--- config.mk ---
export PLATFORM = sky130hd
export DESIGN_NAME = alu_op_scheduler
export DESIGN_NICKNAME = d
export VERILOG_FILES = /design/src/rtl/alu_op_scheduler.sv
export SDC_FILE = /design/constraint.sdc
export NUM_CORES = 1
export LEC_CHECK = 0
export CAP_MARGIN = 20
export CORE_AREA = 5 5 72 74
export DETAILED_ROUTE_END_ITERATION = 7
export DIE_AREA = 0 0 77 79
export DONT_BUFFER_PORTS = 1
export GPL_ROUTABILITY_DRIVEN = 0
export GPL_TIMING_DRIVEN = 0
export PLACE_DENSITY_LB_ADDON = 0.05
export SLEW_MARGIN = 25
export SYNTH_ARGS = -nofsm -noshare
export SYNTH_HDL_FRONTEND = slang
export SYNTH_SLANG_ARGS = --single-unit
--- constraint.sdc ---
create_clock -name CLK -period 3.2 [get_ports CLK]
set_clock_uncertainty 0.1 [all_clocks]
set_input_delay 0.32 -clock CLK [delete_from_list [all_inputs] [get_ports CLK]]
set_output_delay 0.32 -clock CLK [all_outputs]
set_load 0.01 [all_outputs]
--- src/rtl/alu_op_scheduler.sv ---
`default_nettype none
// ============================================================================
// Module   : alu_op_scheduler
// Purpose  : Shares four registered ALU execution units (arith, logic, cmp,
//            shift) between two requesters. Round-robin arbitration, one-cycle
//            one-hot unit enable, mandatory result capture in the following
//            cycle, and a valid/ready result port with back-pressure.
// Ports    :
//   CLK, RST                        clock (rising edge), async active-low reset
//   REQx_VALID/READY/A/B/FUNC       requester ports, FUNC[3:2] unit, [1:0] op
//   ALU_A, ALU_B, ALU_FUNC          shared operand/function bus to the units
//   ARITH/LOGIC/CMP/SHIFT_EN        unit enables (one-hot or all zero)
//   ARITH/LOGIC/CMP/SHIFT_OUT/FLAG  registered unit results and valid flags
//   RES_VALID/READY/DATA/ID/ERR     result port
// Revision : 1.0 - initial release
// ============================================================================
module alu_op_scheduler #(
  parameter int A_WIDTH   = 8,
  parameter int B_WIDTH   = 8,
  parameter int OUT_WIDTH = 16
) (
  input  logic                 CLK,
  input  logic                 RST,
  input  logic                 REQ0_VALID,
  output logic                 REQ0_READY,
  input  logic [A_WIDTH-1:0]   REQ0_A,
  input  logic [B_WIDTH-1:0]   REQ0_B,
  input  logic [3:0]           REQ0_FUNC,
  input  logic                 REQ1_VALID,
  output logic                 REQ1_READY,
  input  logic [A_WIDTH-1:0]   REQ1_A,
  input  logic [B_WIDTH-1:0]   REQ1_B,
  input  logic [3:0]           REQ1_FUNC,
  output logic [A_WIDTH-1:0]   ALU_A,
  output logic [B_WIDTH-1:0]   ALU_B,
  output logic [1:0]           ALU_FUNC,
  output logic                 ARITH_EN,
  output logic                 LOGIC_EN,
  output logic                 CMP_EN,
  output logic                 SHIFT_EN,
  input  logic [OUT_WIDTH-1:0] ARITH_OUT,
  input  logic [OUT_WIDTH-1:0] LOGIC_OUT,
  input  logic [OUT_WIDTH-1:0] CMP_OUT,
  input  logic [OUT_WIDTH-1:0] SHIFT_OUT,
  input  logic                 ARITH_FLAG,
  input  logic                 LOGIC_FLAG,
  input  logic                 CMP_FLAG,
  input  logic                 SHIFT_FLAG,
  output logic                 RES_VALID,
  input  logic                 RES_READY,
  output logic [OUT_WIDTH-1:0] RES_DATA,
  output logic                 RES_ID,
  output logic                 RES_ERR
);

  typedef enum logic [1:0] {
    IDLE    = 2'd0,
    ISSUE   = 2'd1,
    CAPTURE = 2'd2,
    HOLD    = 2'd3
  } state_t;

  localparam logic [1:0] c_UNIT_ARITH = 2'b00;
  localparam logic [1:0] c_UNIT_LOGIC = 2'b01;
  localparam logic [1:0] c_UNIT_CMP   = 2'b10;
  localparam logic [1:0] c_UNIT_SHIFT = 2'b11;

  state_t               r_state;
  state_t               w_next_state;
  logic                 r_last_gnt;
  logic [A_WIDTH-1:0]   r_a;
  logic [B_WIDTH-1:0]   r_b;
  logic [3:0]           r_func;
  logic                 r_id;
  logic [OUT_WIDTH-1:0] r_res_data;
  logic                 r_res_id;
  logic                 r_res_err;

  logic                 w_gnt0;
  logic                 w_gnt1;
  logic                 w_accept;
  logic [OUT_WIDTH-1:0] w_sel_out;
  logic                 w_sel_flag;

  // Round-robin: a lone requester always wins; on a tie the requester that
  // was not granted last wins.
  assign w_gnt0 = REQ0_VALID & (~REQ1_VALID | r_last_gnt);
  assign w_gnt1 = REQ1_VALID & (~REQ0_VALID | ~r_last_gnt);

  // READY is gated by RST so it stays low while reset is asserted even
  // though the state register already reads IDLE.
  assign REQ0_READY = RST & (r_state == IDLE) & w_gnt0;
  assign REQ1_READY = RST & (r_state == IDLE) & w_gnt1;

  // A grant implies VALID, so either READY marks a completed handshake.
  assign w_accept = REQ0_READY | REQ1_READY;

  // Next state plus the unit-side bus, which is only non-zero in ISSUE.
  always_comb begin
    w_next_state = r_state;
    ALU_A        = '0;
    ALU_B        = '0;
    ALU_FUNC     = 2'b00;
    ARITH_EN     = 1'b0;
    LOGIC_EN     = 1'b0;
    CMP_EN       = 1'b0;
    SHIFT_EN     = 1'b0;
    case (r_state)
      IDLE: begin
        if (w_accept) w_next_state = ISSUE;
      end
      ISSUE: begin
        ALU_A    = r_a;
        ALU_B    = r_b;
        ALU_FUNC = r_func[1:0];
        case (r_func[3:2])
          c_UNIT_ARITH: ARITH_EN = 1'b1;
          c_UNIT_LOGIC: LOGIC_EN = 1'b1;
          c_UNIT_CMP:   CMP_EN   = 1'b1;
          default:      SHIFT_EN = 1'b1;
        endcase
        w_next_state = CAPTURE;
      end
      CAPTURE: begin
        w_next_state = HOLD;
      end
      HOLD: begin
        if (RES_READY) w_next_state = IDLE;
      end
      default: begin
        w_next_state = IDLE;
      end
    endcase
  end

  // Result/flag of the unit chosen by the latched FUNC.
  always_comb begin
    w_sel_out  = SHIFT_OUT;
    w_sel_flag = SHIFT_FLAG;
    case (r_func[3:2])
      c_UNIT_ARITH: begin w_sel_out = ARITH_OUT; w_sel_flag = ARITH_FLAG; end
      c_UNIT_LOGIC: begin w_sel_out = LOGIC_OUT; w_sel_flag = LOGIC_FLAG; end
      c_UNIT_CMP:   begin w_sel_out = CMP_OUT;   w_sel_flag = CMP_FLAG;   end
      c_UNIT_SHIFT: begin w_sel_out = SHIFT_OUT; w_sel_flag = SHIFT_FLAG; end
      default:      begin w_sel_out = SHIFT_OUT; w_sel_flag = SHIFT_FLAG; end
    endcase
  end

  always_ff @(posedge CLK or negedge RST) begin
    if (!RST) begin
      r_state    <= IDLE;
      r_last_gnt <= 1'b1;
      r_a        <= '0;
      r_b        <= '0;
      r_func     <= 4'h0;
      r_id       <= 1'b0;
      r_res_data <= '0;
      r_res_id   <= 1'b0;
      r_res_err  <= 1'b0;
    end else begin
      r_state <= w_next_state;
      if (w_accept) begin
        r_a        <= REQ1_READY ? REQ1_A    : REQ0_A;
        r_b        <= REQ1_READY ? REQ1_B    : REQ0_B;
        r_func     <= REQ1_READY ? REQ1_FUNC : REQ0_FUNC;
        r_id       <= REQ1_READY;
        r_last_gnt <= REQ1_READY;
      end
      // Units clear their outputs once their enable drops, so the result is
      // only present during CAPTURE and must be taken here.
      if (r_state == CAPTURE) begin
        r_res_data <= w_sel_out;
        r_res_err  <= ~w_sel_flag;
        r_res_id   <= r_id;
      end
    end
  end

  assign RES_VALID = (r_state == HOLD);
  assign RES_DATA  = r_res_data;
  assign RES_ID    = r_res_id;
  assign RES_ERR   = r_res_err;

endmodule
`default_nettype wire

After elaboration in Yosys (flattened, before gate mapping)
Index checks and enable logic that the tools add are counted.

Add/subtract/negate cells: 0. $mul: 0. Div/mod/pow operators: 0. Order comparisons: 0. Equal/unequal tests: 8. Shift-type cells: 0. Muxes and demuxes: 19. Bitwise logic cells: 12. Reductions and logical operators: 4.

Operators by type and width (count): one-hot mux 16 bit (4 select lines) (1); two-way mux 8 bit (4); == test 2 bit (second input constant) (4); two-way mux 1 bit (8); one-hot mux 2 bit (4 select lines) (1); two-way mux 2 bit (3); bitwise AND 1 bit (5); == test 2 x 1 -> 1 bit (second input constant) (2); logical NOT 2 bit (2); two-way mux 4 bit (1); NOT 1 bit (4); one-hot mux 1 bit (4 select lines) (1); OR 1 bit (3); OR reduction 3 bit (1); inequality test 2 x 1 -> 1 bit (second input constant) (1); inequality test 2 bit (second input constant) (1); AND reduction 2 bit (1).

Register bits after elaboration: 42. Latch bits: 0. Memory bits (writable): 0. Bits in read-only memories: 0. Input port bits: 113. Output and inout port bits: 43. Word-level logic and storage cells: 52. Memories: 0.

Depth between registers and ports, before layout
Depth after elaboration: 7. Gate-level depth with buffers: 6. Gate-level depth less buffers: 5.

Worst setup path before layout
OpenSTA, ideal clock, no wires.

Path type: flip-flop to output port. Start: reg r_state[0]. End: out REQ1_READY. Arrival: 1.228 ns. Required time: 2.780 ns. Setup slack: 1.552 ns. Cell stages (with the launch flop): 6. Buffers on the path: 1. Path through: dfrtp_1 inv_1 ha_1 nand3_1 clkbuf_1 nor2_1.

Cells in the longest elaborated chain, start to end: 3.

Ends and longest elaborated chain: start: declaration (line 68) `state_t r_state;`; start signal: assignment (line 161) `r_state <= w_next_state;`; logical NOT 2 bit (line 93) `assign REQ1_READY = RST & (r_state == IDLE) & w_gnt1;`; bitwise AND 1 bit (2 in series) (line 93); end: declaration (line 30) `output logic REQ1_READY,`.

No other way between the ends.

Worst setup path in the final report
Same ends and word-level chain as after synthesis.

==> impl_metrics.toml <==
[status]
status = "completed"

[floorplan]
rows = 25
ioPinCount = 156
die-area_um2 = 6083
die_width_um = 77
initial_core_util = 0.5506
die_height_um = 79
core-area_um2 = 4536

[cts]
insertion_delay_ns = 0.29
clk_pin_slew_ns = 0.08
cts_root_buffer = "clkbuf_8"
htree_levels = 2
clockBufferDepth = 2
post-cts-setup-buffers = 0
cts_tree = "done"
cts.sinks = 42
cts_buffers = 5

[cells_and_area]
final_util = 0.5920
multiInputGateArea_um2 = 1338
nets = 354
drive_gt1_frac = 0.1899
nFillCells = 381
num_antenna_cells = 0
area_growth_pct = 7.515
seqCellArea_um2 = 1052

[place]
placement.io_buffers = 0
hpwl_um = 5427

[logic_synthesis]
synthTopCellsByCount = "41 x dfrtp_1, 24 x nor2_1, 23 x a21oi_1"
netlist_area_um2 = 2497
synth_top_cell_area_share = 0.4108
syn_nets = 345
synth_most_common_cell = "dfrtp_1"
synth_area_per_cell_um2 = 11.00
async_flop_share = 1.000
synth_ff_type = "dfrtp_1"
syn_inst = 227
synth_edf_count = 0
synth-seq-cells = 42
yosys.area.top_type = "dfrtp_1"
synth.yosys.warnings = 0
yosys-top-cells-area = "dfrtp_1 41%, mux4_2 14%, mux2_4 6.0%, a31oi_1 5.0%, and2_1 4.8%"
synth_cell_types = 26
yosysSeqAreaShare = 0.4213

[setup_path]
worstSetupEndpointType = "output pin"
cp.arrival_ns = 1.85
crit_path_start_kind = "flip-flop"
critPathMaxFanout = 10
worstPathRequired_ns = 2.78
path_class = "flip-flop to output pin"

[run]
maxCapViolCount = 0

[power]
ir_worst_vdd_v = 0.0003874
combPwrFrac = 0.488
power_density_nw_per_um2 = 1019
switchingPower_uw = 1083
p_leak_uw = 0.001112
power.total_uw = 2736
p_int_uw = 1653
power_frac_clock = 0.129
netSwitchingFraction = 0.3959
power_frac_seq = 0.382

[grt]
grt_pass1_wl_um = 11240
grtUsageTotal = 0.2341
antenna_found_initial = 0
grt_overflow = 0
first_global_vias = 2106
grt_max_degree = 43

[timing]
period_share = 0.7086
layout_min_cycle_time_ns = 2.268
max_freq_mhz = 441.0
setup_tns_ns = 0
final_max_slew_viol_count = 0
hold_violations = 0
max_slew_margin = 0.6425
finalSetupViolations = 0
rsz0062_at_grt = "false"
tightestPinTransition_ns = 0.5363

[worst_hold_path]
hp-class = "input port to flip-flop"

[detailed_routing]
vias = 1907
wire_per_inst_um = 24.37
drc_errors = 0
wl_um = 7092
drt_iter0_markers = 61
first_pass_iters = 4
drtAntennaViolNets = 0
vias_per_cell = 6.553
## stage by stage
stage	cells	instance area, um2	setup slack (ns)	hold slack [ns]
4_1_cts	291	2685	0.9261	0.06150
3_3_place_gp	281	2565	1.328	-0.07447
2_1_floorplan	227	2497	1.552	-0.07559
6_report	291	2685	0.9323	0.07148
5_1_grt	291	2685	0.7838	0.05556
3_5_place_dp	281	2565	1.227	-0.07450
## power groups by stage
stage                     Sequential (uW)  Clock (uW)  Combinational [uW]
after floorplan                       998           0                1100
after global placement               1040           0                1260
after detailed placement             1060           0                1330
after CTS                            1050         361                1350
after global routing                 1080         394                1470
final                                1050         353                1340
## flip-flops by register name (all words and copies together), names as in the netlist
name,flops
RES_ERR,1
RES_ID,1
r_id,1
r_func,4
r_a,8
r_state,2
RES_DATA,16
r_last_gnt,1
r_b,8
## cell families after synthesis
logic type               synth area share
buffers and inverters             0.04308
multiplexers                       0.2565
AO/OA/AOI/OAI                      0.1478
AND/OR/NAND/NOR                    0.1062
adder cells (fa/ha/maj)           0.02505
flip-flops                         0.4213
## worst paths after layout
| kind | from | to | slack (ns) | cells after the start |
|---|---|---|---|---|
| worst max-delay path | r_state[0] | REQ1_READY | 0.93 | 5 |
| worst min-delay path | REQ0_A[6] | r_a[6] | 0.07 | 2 |
| worst max register to register | r_state[0] | r_b[0] | 1.18 | 6 |
| worst min register to register | r_b[2] | r_b[2] | 0.42 | 2 |
| max in group asynchronous | RST | r_last_gnt | 2.35 | 2 |
| min in group asynchronous | RST | RES_DATA[13] | 0.39 | 2 |
## placed cells by master, fill, tap and decap left out, drive strengths merged
| cell type | count |
|---|---|
| a21oi | 23 |
| a31oi | 20 |
| and2 | 19 |
| and3 | 2 |
| and3b | 1 |
| buf | 5 |
| clkbuf | 24 |
| dfrtp | 41 |
| dfstp | 1 |
| dlygate4sd3 | 1 |
| ha | 5 |
| inv | 4 |
| mux2 | 18 |
| mux2i | 1 |
| mux4 | 17 |
| nand2 | 3 |
| nand3 | 2 |
| nor2 | 24 |
| nor2b | 1 |
| nor3b | 1 |
| o211a | 1 |
| o211ai | 1 |
| o21ai | 21 |
| o22ai | 1 |
## layer usage
metal / wire, um / share of wire / track usage
met1: 2461 / 0.35 / 0.2604
met2: 3752 / 0.53 / 0.4117
met3: 740 / 0.10 / 0.09410
met4: 138 / 0.019 / 0.07045
met5: 0 / 0 / 0
## critical path, stage by stage (launching register included)
cell and delay [ns]:
dfrtp_1 0.40, inv_1 0.13, ha_1 0.30, nand3_1 0.21, clkbuf_1 0.26, nor2_1 0.25
## area by class of cell
type / count / area share
clock buffers: 8 / 0.03355
well taps: 54 / 0.02516
multi-input cells: 161 / 0.4981
flip-flops and latches: 42 / 0.3919
repair buffers: 2 / 0.01118
inverters: 4 / 0.005592
plain buffers: 20 / 0.03448
## what timing repair did
| item | 4_1_cts | 5_1_grt |
|---|---|---|
| endpoints found under the hold margin | 42 | 0 |
| resized for setup | 0 | 0 |
| hold buffers | 2 | 0 |
Power figures use the tool's default switching activity.
